**src/rtl/mux16_rr_arbiter_if.sv**
```systemverilog
// mux16_rr_arbiter_if: request/grant bus between the requesters and the mux select arbiter
// req: request vector (bit i = requester i wants the mux)
// grant: one-hot grant, all-zero when idle
// sel: index of the current owner, drives the 16:1 mux select
// busy: high while any grant is asserted
// hold_cnt: cycles the current owner has held the grant, 0-based
interface mux16_rr_arbiter_if;
    logic [15:0] req;
    logic [15:0] grant;
    logic [3:0]  sel;
    logic        busy;
    logic [7:0]  hold_cnt;
    modport master (output req, input grant, sel, busy, hold_cnt);
    modport slave (input req, output grant, sel, busy, hold_cnt);
endinterface

```
**src/rtl/mux16_rr_arbiter.sv**
```systemverilog
// mux16_rr_arbiter: round-robin owner selection for a shared 16:1 datapath mux, all outputs registered
// clk: rising-edge clock; reset_n: asynchronous active-low reset
// bus: slave side of mux16_rr_arbiter_if (req in; grant, sel, busy, hold_cnt out)
// MAX_HOLD: consecutive cycles an owner may keep the mux while others wait (1..255)
module mux16_rr_arbiter #(
    parameter int unsigned MAX_HOLD = 8
) (
    input logic               clk,
    input logic               reset_n,
    mux16_rr_arbiter_if.slave bus
);
    typedef enum logic {IDLE, GRANT} state_t;
    state_t      state_q, state_d;
    logic [15:0] grant_q, grant_d;
    logic [3:0]  sel_q, sel_d, ptr_q, ptr_d;
    logic        busy_q, busy_d;
    logic [7:0]  hold_q, hold_d;
    logic [15:0] others;
    logic        at_lim, handover, search;
    logic [4:0]  pick_idle, pick_next, pick;
    // {found, index} of the first set bit scanning circularly upward from s
    function automatic logic [4:0] rr_pick(input logic [15:0] r, input logic [3:0] s);
        logic [15:0] d;
        rr_pick = '0;
        d = 16'({r, r} >> s);
        for (int k = 15; k >= 0; k--)
            if (d[k]) rr_pick = {1'b1, s + 4'(k)};
    endfunction
    // Masking the owner covers both cases: on a drop its bit is already clear,
    // on forced rotation it must be excluded so it cannot win twice in a row.
    assign others    = bus.req & ~(16'd1 << sel_q);
    assign at_lim    = hold_q == 8'(MAX_HOLD - 1);
    assign pick_idle = rr_pick(bus.req, ptr_q);
    assign pick_next = rr_pick(others, sel_q + 4'd1);
    always_comb begin
        handover = state_q == GRANT && (!bus.req[sel_q] || (at_lim && |others));
        search   = state_q == IDLE || handover;
        pick     = handover ? pick_next : pick_idle;
        state_d  = search ? (pick[4] ? GRANT : IDLE) : state_q;
        grant_d  = search ? (pick[4] ? 16'd1 << pick[3:0] : '0) : grant_q;
        sel_d    = (search && pick[4]) ? pick[3:0] : sel_q;
        busy_d   = search ? pick[4] : busy_q;
        hold_d   = search ? '0 : (at_lim ? hold_q : hold_q + 8'd1);
        ptr_d    = handover ? sel_q + 4'd1 : ptr_q;
    end
    always_ff @(posedge clk or negedge reset_n) begin
        if (!reset_n) begin
            state_q <= IDLE;
            grant_q <= '0;
            sel_q   <= '0;
            ptr_q   <= '0;
            busy_q  <= 1'b0;
            hold_q  <= '0;
        end else begin
            state_q <= state_d;
            grant_q <= grant_d;
            sel_q   <= sel_d;
            ptr_q   <= ptr_d;
            busy_q  <= busy_d;
            hold_q  <= hold_d;
        end
    end
    assign bus.grant    = grant_q;
    assign bus.sel      = sel_q;
    assign bus.busy     = busy_q;
    assign bus.hold_cnt = hold_q;
endmodule

```
**src/flat_wrapper.sv**
```systemverilog
// flat-port wrapper written by rule: the top's interface ports become plain ports
module mux16_rr_arbiter_flat 
#(
    parameter int unsigned MAX_HOLD = 8
)
  (clk, reset_n, bus_req, bus_grant, bus_sel, bus_busy, bus_hold_cnt);
  mux16_rr_arbiter_if bus_i ();
  input logic clk;
  input logic reset_n;
  input wire logic [$bits(bus_i.req)-1:0] bus_req;
  output wire logic [$bits(bus_i.grant)-1:0] bus_grant;
  output wire logic [$bits(bus_i.sel)-1:0] bus_sel;
  output wire logic [$bits(bus_i.busy)-1:0] bus_busy;
  output wire logic [$bits(bus_i.hold_cnt)-1:0] bus_hold_cnt;
  assign bus_i.req = bus_req;
  assign bus_grant = bus_i.grant;
  assign bus_sel = bus_i.sel;
  assign bus_busy = bus_i.busy;
  assign bus_hold_cnt = bus_i.hold_cnt;
  mux16_rr_arbiter #(.MAX_HOLD(MAX_HOLD)) u_core (.clk(clk), .reset_n(reset_n), .bus(bus_i));
endmodule
```
**config.mk**
```make
export PLATFORM = sky130hd
export DESIGN_NAME = mux16_rr_arbiter_flat
export DESIGN_NICKNAME = d
export VERILOG_FILES = /design/src/rtl/mux16_rr_arbiter_if.sv /design/src/rtl/mux16_rr_arbiter.sv /design/src/flat_wrapper.sv
export SDC_FILE = /design/constraint.sdc
export NUM_CORES = 1
export LEC_CHECK = 0
export ABC_AREA = 1
export CORE_MARGIN = 2
export CORE_UTILIZATION = 40
export CTS_CLUSTER_SIZE = 14
export DETAILED_ROUTE_END_ITERATION = 6
export DONT_BUFFER_PORTS = 1
export GPL_TIMING_DRIVEN = 0
export PLACE_DENSITY = 0.59
export SYNTH_ARGS = -nofsm -noshare
export SYNTH_HDL_FRONTEND = slang
export SYNTH_SLANG_ARGS = --single-unit
```
**constraint.sdc**
```tcl
create_clock -name clk -period 4.5 [get_ports clk]
set_input_delay 0.9 -clock clk [delete_from_list [all_inputs] [get_ports clk]]
set_output_delay 0.9 -clock clk [all_outputs]
set_load 0.005 [all_outputs]
```
==> results.json <==
{
  "r2r-start": "u_core.bus.sel[1]$_DFFE_PN0P_",
  "slowest_delay_ns": 0.57,
  "die_h_microns": 121,
  "drt.antenna.violating_nets": 0,
  "io_buffers": 0,
  "fin_crit_sh_pct": 89.0,
  "grt_usage_pct": 25.7,
  "coreArea_sq_mm": 0.0133,
  "cpMaxStageDelayCell": "dfrtp_1",
  "numCtsBuffers": 5,
  "wire_per_inst_microns": 15.4,
  "fin_crit_ns": 4.01,
  "crit_type": "register to register",
  "maxCapViolations": 0,
  "die-width_microns": 121,
  "dieArea_sq_mm": 0.0146,
  "worstSetupStartpointType": "register",
  "grt_setup_unrepaired": "no",
  "final_util_pct": 43.9,
  "critPathArrivalTime_ns": 4.17,
  "cts_tree": "built",
  "drc": 0,
  "dr.pass1.iters": 6,
  "gp_congestion": 0.935,
  "grt_max_degree": 34,
  "cp-end-kind": "register",
  "worst-r2r-setup-slack_ns": 0.49,
  "finClkSkew_ns": 0.00582,
  "hold_path.class": "input pin to async pin",
  "drt_iter0_drc": 633,
  "cp_data_required_time_ns": 4.67,
  "htree_levels": 2,
  "grt-ovfl-total": 0,
  "finalSetupViolCount": 0,
  "io-pin-count": 47,
  "finalSetupTns_ns": 0,
  "synth_cell_types": 41,
  "outcome": "finished clean",
  "synth-seq-area-share_pct": 15.1,
  "drv_slew": 0,
  "routed_via_density": 5.36,
  "drive_gt1_share_pct": 7.54,
  "r2r_end": "u_core.bus.grant[12]$_DFFE_PN0N_",
  "path_common_cell": "nand2_1",
  "cts_sinks": 33,
  "clockBufferDepth": 2,
  "critPathMaxFanout": 13,
  "max_freq_ghz": 0.250,
  "syn_nets": 1052,
  "grt_pass1_wl_microns": 30800,
  "antenna_found_initial": 0,
  "ys_ff_latch": 33,
  "grt_pass1_vias": 6090,
  "num_vias": 6413,
  "syn_avg_cell_area_sq_um": 5.38,
  "whs_ns": 0.316,
  "syn-instance-count": 1013,
  "insertion_delay_ns": 0.27,
  "row_count": 42,
  "synthToLayoutAreaGrowth_pct": 7.07,
  "start_util_pct": 41.0,
  "totalWireLength_microns": 18400,
  "worstMarginPinSlew_ns": 1.17,
  "antenna_cells": 0,
  "reg2regPathDepth": 29,
  "synth_area_sq_mm": 0.00545,
  "yosys_warnings": 0,
  "clk_pin_slew_ns": 0.05,
  "root_buffer": "clkbuf_16",
  "slew_headroom_pct": 21.3,
  "finalHoldViolations": 0,
  "final_nets": 1059,
  "dp_hpwl_microns": 14300
}
flip-flops by register name (all words and copies together), names as in the netlist:
register / count
u_core.bus.grant: 16
u_core.bus.hold_cnt: 8
u_core.bus.sel: 4
u_core.ptr_q: 4
u_core.bus.busy: 1
routing by layer:
metal	track usage, %	vias to the layer above	wire [microns]
met2	44.5	206	8740
met3	2.36	28	1020
met5	0	-	0
met1	35.0	2871	8320
met4	5.16	0	306
li1	-	3308	-
layout make-up:
class | instances | area (sq um)
plain buffers | 40 | 236
clock buffers | 6 | 129
clock inverters | 2 | 10.0
fillers | 1502 | 7460
inverters | 120 | 454
multi-input cells | 820 | 3960
flip-flops and latches | 33 | 827
well taps | 176 | 220
logic make-up after synthesis:
family | after synthesis | share of synthesized area [%]
fa+ha+maj | 21 | 4.82
compound gates | 123 | 12.5
buf+inv | 160 | 12.4
flops | 33 | 15.1
xor+xnor | 22 | 3.53
simple gates | 654 | 51.5
Yosys cell counts:
cell type / n / area share [%]
o211ai_1: 4 / 0.55
nor2_1: 36 / 2.5
xnor2_1: 6 / 0.96
a22o_1: 2 / 0.32
a211oi_1: 1 / 0.14
o21ai_0: 62 / 5.7
nand3_1: 216 / 20
o21ai_4: 1 / 0.30
nor2_2: 2 / 0.23
o21bai_1: 1 / 0.14
a221oi_1: 2 / 0.32
buf_4: 6 / 0.83
clkbuf_2: 2 / 0.18
or2_1: 1 / 0.11
nand3_2: 4 / 0.73
buf_2: 17 / 1.6
ha_1: 21 / 4.8
o21ai_2: 3 / 0.48
nand3b_1: 1 / 0.14
nand2_1: 371 / 26
o22ai_1: 2 / 0.23
a31oi_1: 2 / 0.23
nand2_2: 9 / 1.0
nor3_1: 7 / 0.64
or2_2: 1 / 0.11
dfrtp_1: 33 / 15
xor2_1: 16 / 2.6
a21oi_1: 27 / 2.5
a21boi_1: 1 / 0.14
inv_1: 106 / 7.3
o21ai_1: 13 / 1.2
inv_2: 12 / 0.83
nor4_1: 2 / 0.23
nand4_1: 3 / 0.34
buf_6: 4 / 0.83
buf_1: 3 / 0.21
clkbuf_1: 8 / 0.55
or2_0: 1 / 0.11
a2111oi_0: 1 / 0.16
a21oi_2: 1 / 0.16
clkinv_1: 2 / 0.14
how the worst max path moves through the flow:
stage                             startpoint                          endpoint  depth (start not counted)
2_1_floorplan  u_core.bus.sel[0]$_DFFE_PN0P_   u_core.bus.grant[5]$_DFFE_PN0N_                         31
3_3_place_gp   u_core.bus.sel[0]$_DFFE_PN0P_  u_core.bus.grant[12]$_DFFE_PN0N_                         34
3_5_place_dp   u_core.bus.sel[0]$_DFFE_PN0P_  u_core.bus.grant[10]$_DFFE_PN0N_                         33
4_1_cts        u_core.bus.sel[0]$_DFFE_PN0P_  u_core.bus.grant[12]$_DFFE_PN0N_                         33
5_1_grt        u_core.bus.sel[0]$_DFFE_PN0P_  u_core.bus.grant[13]$_DFFE_PN0N_                         33
6_report       u_core.bus.sel[1]$_DFFE_PN0P_  u_core.bus.grant[12]$_DFFE_PN0N_                         29
stage by stage:
stage | instances | instance area (sq um) | setup slack (ns)
after floorplan | 1013 | 5450 | 1.14
after global placement | 1189 | 5670 | -0.0297
after detailed placement | 1189 | 5670 | 0.0460
after CTS | 1197 | 5810 | 0.0201
after global routing | 1197 | 5840 | 0.00485
final | 1197 | 5840 | 0.493
layout by cell type (no fill, tap or decap), types with 4 or more instances in the layout:
cell       netlist  layout
buf_2           17      16
nor3_1           7       7
clkbuf_2         2       5
nand3_2          4       4
buf_4            6       7
clkbuf_1         8       7
xor2_1          16      16
nand3_1        216     216
xnor2_1          6       5
inv_2           12      12
dfrtp_1         33      32
nand2_2          9       9
inv_1          106     106
a21oi_1         27      26
nor2_1          36      36
o211ai_1         4       4
clkbuf_16        0       5
nand2_1        371     371
o21ai_0         62      62
o21ai_1         13      13
ha_1            21      21
buf_6            4       4
critical path, delay by kind of cell, from the launching register on:
kind	cells	cell delay [ns]
compound gates	1	0.16
xor+xnor	1	0.21
buf+inv	5	0.84
simple gates	19	1.16
fa+ha+maj	3	0.96
flops	1	0.57
repair_timing:
action	4_1_cts	5_1_grt
setup buffers	0	0
hold buffers	0	0
gates resized for setup	0	14
setup endpoints to repair	0	20
endpoints found under the hold margin	0	0
Power is left out: the tool's default activity adds up to more than one toggle a clock period on the data nets, which glitch-free logic cannot reach.
